===== src/rtl/product_load_sequencer.sv =====
// Snapshots five product words and writes the non-empty ones in slot order.
// Optional slot-ID check is enabled by defining PRODUCT_ID_CHECK_EN.
module product_load_sequencer #(
  parameter int ID_W    = 3,
  parameter int PRICE_W = 8
) (
  input  logic                    clock,
  input  logic                    reset,
  input  logic                    start,
  input  logic [ID_W+PRICE_W-1:0] p0,
  input  logic [ID_W+PRICE_W-1:0] p1,
  input  logic [ID_W+PRICE_W-1:0] p2,
  input  logic [ID_W+PRICE_W-1:0] p3,
  input  logic [ID_W+PRICE_W-1:0] p4,
  output logic                    wr_valid,
  output logic [2:0]              wr_addr,
  output logic [PRICE_W-1:0]      wr_data,
  input  logic                    wr_ready,
  output logic                    busy,
  output logic                    done,
  output logic [4:0]              skip_mask,
  output logic                    err
);

  localparam int W = ID_W + PRICE_W;

  typedef enum logic [1:0] {
    IDLE,
    ISSUE,
    DONE
  } state_t;

  state_t         state, state_nx;
  logic [2:0]     idx, idx_nx;
  logic [W-1:0]   sh [5];
  logic [W-1:0]   cur;
  logic           empty, bad, skip;
  logic           cap;
  logic [4:0]     mask_nx;
  logic           err_nx;

  always_comb begin
    cur = '0;
    unique case (idx)
      3'd0:    cur = sh[0];
      3'd1:    cur = sh[1];
      3'd2:    cur = sh[2];
      3'd3:    cur = sh[3];
      3'd4:    cur = sh[4];
      default: cur = '0;
    endcase
  end

  assign empty = (cur[PRICE_W-1:0] == '0);

`ifdef PRODUCT_ID_CHECK_EN
  assign bad = !empty && (cur[W-1:PRICE_W] != ID_W'(idx));
`else
  logic unused_id;
  assign unused_id = ^cur[W-1:PRICE_W];
  assign bad = 1'b0;
`endif

  assign skip = empty || bad;

  // Outputs decode registered state only.
  assign wr_valid = (state == ISSUE) && !skip;
  assign wr_addr  = (state == ISSUE) ? idx : 3'd0;
  assign wr_data  = wr_valid ? cur[PRICE_W-1:0] : '0;
  assign busy     = (state != IDLE);
  assign done     = (state == DONE);

  always_comb begin
    state_nx = state;
    idx_nx   = idx;
    mask_nx  = skip_mask;
    err_nx   = err;
    cap      = 1'b0;
    unique case (state)
      IDLE: begin
        if (start) begin
          cap      = 1'b1;
          mask_nx  = '0;
          err_nx   = 1'b0;
          idx_nx   = 3'd0;
          state_nx = ISSUE;
        end
      end
      ISSUE: begin
        if (skip) begin
          mask_nx = skip_mask | (5'b00001 << idx);
          err_nx  = err | bad;
        end
        if (skip || wr_ready) begin
          if (idx == 3'd4) begin
            idx_nx   = 3'd0;
            state_nx = DONE;
          end else begin
            idx_nx = idx + 3'd1;
          end
        end
      end
      DONE: state_nx = IDLE;
      default: state_nx = IDLE;
    endcase
  end

  always_ff @(posedge clock) begin
    if (reset) begin
      state     <= IDLE;
      idx       <= 3'd0;
      skip_mask <= '0;
      err       <= 1'b0;
      for (int i = 0; i < 5; i++) sh[i] <= '0;
    end else begin
      state     <= state_nx;
      idx       <= idx_nx;
      skip_mask <= mask_nx;
      err       <= err_nx;
      if (cap) begin
        sh[0] <= p0;
        sh[1] <= p1;
        sh[2] <= p2;
        sh[3] <= p3;
        sh[4] <= p4;
      end
    end
  end

endmodule

===== config.mk =====
export PLATFORM = sky130hd
export DESIGN_NAME = product_load_sequencer
export DESIGN_NICKNAME = d
export VERILOG_FILES = /design/src/rtl/product_load_sequencer.sv
export SDC_FILE = /design/constraint.sdc
export NUM_CORES = 1
export LEC_CHECK = 0
export ABC_AREA = 1
export CORE_UTILIZATION = 50
export CTS_BUF_LIST = sky130_fd_sc_hd__clkbuf_16
export DETAILED_ROUTE_END_ITERATION = 8
export PLACE_DENSITY_LB_ADDON = 0.3
export SLEW_MARGIN = 25
export SYNTH_ARGS = -nofsm -noshare
export SYNTH_HDL_FRONTEND = slang
export SYNTH_SLANG_ARGS = --single-unit
export TNS_END_PERCENT = 10

===== constraint.sdc =====
create_clock -name clock -period 3.28 [get_ports clock]
set_input_delay 0.82 -clock clock [delete_from_list [all_inputs] [get_ports clock]]
set_output_delay 0.82 -clock clock [all_outputs]
set_load 0.01 [all_outputs]

Yosys cells after proc, flatten, opt, wreduce, memory -nomap -nowiden
Memory sizes are Yosys's and may differ from the RTL's.
Cells that the tools add are included.

word-level totals
  flip-flop bits (word level) = 10
  bits in writable memories = 55
  input bits = 59
  output and inout bits = 20
  word-level logic and storage cells = 59
  memories kept = 1

operators by class
  add/subtract/negate cells = 1
  eq/ne operators = 10
  shift-type cells = 1
  muxes and demuxes = 26
  bitwise logic cells = 6
  reduce and logical (&&, ||, !) cells = 11

memories
  memory  depth  bits a word  rd ports  clocked after memory_dff  write ports  line  text
  sh      5      11           5         0                         5            35    logic [W-1:0] sh [5];

operators with widths
  kind                                                  count
  two-way mux 11 bit                                    5
  case mux 8 bit (5 select lines)                       1
  two-way mux 3 bit                                     4
  two-way mux 5 bit                                     2
  case mux 5 bit (2 select lines)                       1
  AND reduction 3 bit                                   3
  logical NOT 8 bit                                     1
  two-way mux 8 bit                                     1
  two-way mux 1 bit                                     7
  equality test 3 x 2 -> 1 bit (second input constant)  2
  two-way mux 2 bit                                     3
  case mux 3 bit (2 select lines)                       1
  bitwise OR 1 bit                                      5
  bitwise OR 5 bit                                      1
  left shift 1 x 3 -> 5 bit (first input constant)      1
  != test 2 x 1 -> 1 bit (second input constant)        2
  != test 2 bit (second input constant)                 2
  case mux 2 bit (2 select lines)                       1
  nonzero test 2 bit                                    2
  adder 3 x 1 -> 3 bit (second input constant)          1
  equality test 3 x 1 -> 1 bit (second input constant)  1
  equality test 3 bit (second input constant)           1
  logical NOT 3 bit                                     1
  equality test 2 x 1 -> 1 bit (second input constant)  1
  5 further kinds                                       5

Longest topological paths before layout
  depth in word-level cells = 6
  depth in mapped cells = 15
  depth with buffers taken out = 14

Worst setup path after synthesis
Ideal clock, no wire load.

  kind = reg2out
  start point = reg idx[2]
  end point = out wr_valid
  data arrival time = 1.644 ns
  data required time = 2.460 ns
  path slack = 0.816 ns
  cell stages (with the launch flop) = 15
  buffers on the path = 4
  cells stage by stage = dfxtp_1 -> buf_6 -> inv_4 -> buf_6 -> ha_1 -> buf_6 -> nand2_1 -> nand2_1 -> nor2_2 -> nand2_1 -> nor2_2 -> nand2_2 -> nand2_4 -> buf_8 -> inv_1

on the way
  longest elaborated chain between the ends = 5
  elaborated cells between the ends (all ways) = 9

RTL lines
  element                                            line  text
  start, declared                                    34    logic [2:0] idx, idx_nx;
  start signal, assigned                             117   idx <= idx_nx;
  equality test 3 bit, or another cell as far along  44    unique case (idx)
  case mux 8 bit (5 select lines) *                  44
  logical NOT 8 bit *                                54    assign empty = (cur[PRICE_W-1:0] == '0);
  logical NOT 1 bit *                                67    assign wr_valid = (state == ISSUE) && !skip;
  logical AND 1 bit *                                67
  end, declared                                      15    output logic wr_valid,

Every way passes the cells marked *; elsewhere a longest branch is shown, timed or not.

Final worst setup path
  start point = reg idx[1]
  end point = out wr_data[0]

on the way
  longest elaborated chain between the ends = 6
  elaborated cells between the ends (all ways) = 10

RTL lines
  element                                            line  text
  equality test 3 bit, or another cell as far along  44
  case mux 8 bit (5 select lines) *                  44
  logical NOT 8 bit                                  54
  logical NOT 1 bit                                  67
  logical AND 1 bit                                  67
  two-way mux 8 bit *                                69    assign wr_data = wr_valid ? cur[PRICE_W-1:0] : '0;
  end, declared                                      17    output logic [PRICE_W-1:0] wr_data,

Marked as above.

==> metrics <==
largest net degree at the start of global routing=between 40 and 50; Startpoint Class=register; DR DRC count=0; worst-margin pin slew=around 0.80 ns; CP max stage delay=around 0.48 ns; final worst setup slack=-0.02997 ns; worst path cell trace=inv_2 -> ha_4 -> buf_6 -> nand3_1 -> nand3_1 -> nor2_2 -> nand2_1 -> nor2_2 -> nand2_2 -> nand2_8 -> nor2_1 -> clkdlybuf4s50_1; Num CTS Buffers=5; failing checks=negative setup slack; GP Congestion=0.8285; outcome=finished with violations; site row count=25; CP max FO=14; worst clock skew=0.004343 ns; worst vdd ir=0.2769 mV; Synth Register Bits=50; WHS=roughly 0.45 ns; ranking of synthesized cells by area=edfxtp_1 47%, nor2_1 9.7%, inv_1 8.8%; Synth Area in Compound Gates=2.014%; first-pass GRT wire length=8.666 mm; DIE AREA=5385 sq um; most frequent cells in the layout=64 x nor2_1, 59 x inv_1, 55 x clkdlybuf4s50_1; Clk Latency, worst-skew pair=0.29 ns; final setup vio count=2; Initial Utilization=a little over half; Max Cap Viol=0; Hold Path Class=reg -> reg; Max-slew headroom=46.26%; Ports=79; Core ar.=4817 sq um; DP HPWL=3.666 mm; Crit Path Category=reg -> out; n_diodes=0; clk root buf=clkbuf_16; initial antenna violation count=0; Layout area overhead=34.28%; pwr dens=between 500 and 600 nW/um^2; DR iter-0 viols=96; H-Tree Depth=2; Vert. Die Dim=73.38 um; FMAX=0.3021 GHz; endpoints failing hold=0; mean area per synthesized cell=between 8 and 9 sq um; Final Instance Area=3421 sq um; Tmin final=3.310 ns; cell count after placement=~420; post-synthesis cell type count=25; quantity of I/O buffers inserted on ports=62; worst path required time=~2.5 ns; Tot GR Track Use=between 20% and 30%; ANT nets after route=0; Worst setup EP type=output port; CTS sink cnt=50; Routed WL per cell=12.44 um; dpl ws=about 0.14 ns; Simple-Gate Fraction of Synth Area=27.41%; share of cells above drive strength 1=10.22%; Yosys Warn Count=0; syn nets=360; fraction of the mapped netlist area in adder cells=2.456%; Post-Synth XOR/XNOR Area=0%; area share of the largest cell type after synthesis=roughly 47%; Mapped Cells=296; Worst EP arrival=2.49 ns; leading cell type in the layout, fill and taps excluded=nor2_1; unrepaired setup endpoints after global routing=true; cell taking the most area after synthesis=edfxtp_1; P_leak=about 1.6 nW; dpl cell area=3228 sq um; number of detailed-route iterations in the first pass=4; largest family of logic cells by synthesized area=simple AND/OR/NAND/NOR gates; Crit path max-delay family=simple AND/OR/NAND/NOR gates; mux contribution to synthesized area=0%; drt via density=around 4.7; Layout Cells excl Fill=429; cell area after synthesis=2547 sq um; Final Slew Violations=0; CTS clk-pin slew, worst paths=0.06 ns; CTS tree=done; final wirelength=5.337 mm; Final nets=425; chip width=73.38 um; Via Count=about 2000; Crit-path slowest cell=clkdlybuf4s50_1; CP bufs+invs=3; final worst-path cycle share=100.9%; clock buffer depth=2; sequential area share after synthesis=approximately 55%; number of global-route vias before repair=between 1500 and 2000; grt ovf=0
[report_power, final]
| group | leakage, nW | switching (W) | internal, W |
|---|---|---|---|
| sequential | 0.513 | 0.0000406 | 0.000793 |
| clock | 0.0724 | 0.000211 | 0.000276 |
| combinational | 1.06 | 0.000384 | 0.000274 |
| total | 1.64 | 0.000636 | 0.00134 |
[registers in the layout, summed over array words and instances (netlist names)]
signal and cells:
sh 40, idx 3, skip_mask 5, state 2
[worst paths after layout]
check                                  from                         to  slack [ns]  depth (start not counted)
hold reg to reg   skip_mask[0]$_SDFFE_PP0P_  skip_mask[0]$_SDFFE_PP0P_        0.45                          2
setup / recovery        idx[1]$_SDFFE_PP0P_                 wr_data[0]       -0.03                         12
setup reg to reg        idx[1]$_SDFFE_PP0P_        idx[0]$_SDFFE_PP0P_        1.24                         13
hold / removal    skip_mask[0]$_SDFFE_PP0P_  skip_mask[0]$_SDFFE_PP0P_        0.45                          2
[cells in the mapped netlist]
| master | n |
|---|---|
| clkbuf_1 | 4 |
| conb_1 | 1 |
| nand2_4 | 1 |
| inv_4 | 1 |
| edfxtp_1 | 40 |
| nand3_4 | 1 |
| a21oi_1 | 7 |
| a21oi_2 | 1 |
| buf_8 | 1 |
| buf_4 | 1 |
| nand3b_1 | 1 |
| nand3_2 | 2 |
| nor2_2 | 6 |
| nand3_1 | 37 |
| buf_6 | 5 |
| dfxtp_1 | 10 |
| nor2_1 | 66 |
| nand2_2 | 1 |
| nor3_1 | 1 |
| or2_2 | 1 |
| o211ai_1 | 1 |
| nand2_1 | 41 |
| ha_1 | 5 |
| buf_2 | 1 |
| inv_1 | 60 |
[through the flow]
stage	total power (W)	TNS, ns	util, %
finish	0.001979	-0.04400	71.01
detailed placement	0.001462	0	67.01
global placement	0.001445	0	67.01
CTS	0.001969	-0.1176	70.34
floorplan	0.001250	0	-
global route	0.002091	-0.3329	71.01
[worst min-delay path, delay by kind of cell, from the launching register on]
family                 cells  cell delay (ns)
AOI/OAI and AO/OA          1             0.05
buffers and inverters      1             0.04
DFF                        1             0.31
[repair_timing]
item                                    CTS  global route
cloned                                    0             0
resized for setup                        12             8
buffers inserted                          0             0
hold buffers                              0             0
hold endpoints to repair                  0             0
endpoints found under the setup margin    9             6
[metal layers]
layer / part of all wire [%] / vias up / global-route usage (%)
li1: - / 1039 / -
met1: 41 / 900 / 25.38
met2: 51 / 70 / 37.76
met3: 4.6 / 16 / 4.390
met4: 3.4 / 0 / 9.829
met5: 0 / - / 0
[logic make-up (layout without fill, tap and decap cells)]
| kind of cell | after synthesis | in the layout |
|---|---|---|
| compound gates | 9 | 9 |
| fa+ha+maj | 5 | 5 |
| buf+inv | 73 | 139 |
| other cells | 1 | 1 |
| simple gates | 158 | 158 |
| flops | 50 | 50 |
[cell type report]
type	instances	area (sq um)
flip-flops and latches	50	1405
fillers	394	1396
multi-input cells	173	859.6
repair buffers	70	703.2
inverters	61	231.5
clock buffers	5	125.1
well taps	67	83.83
clock inverters	3	12.51
No activity file was read; power rests on OpenSTA's default activity.
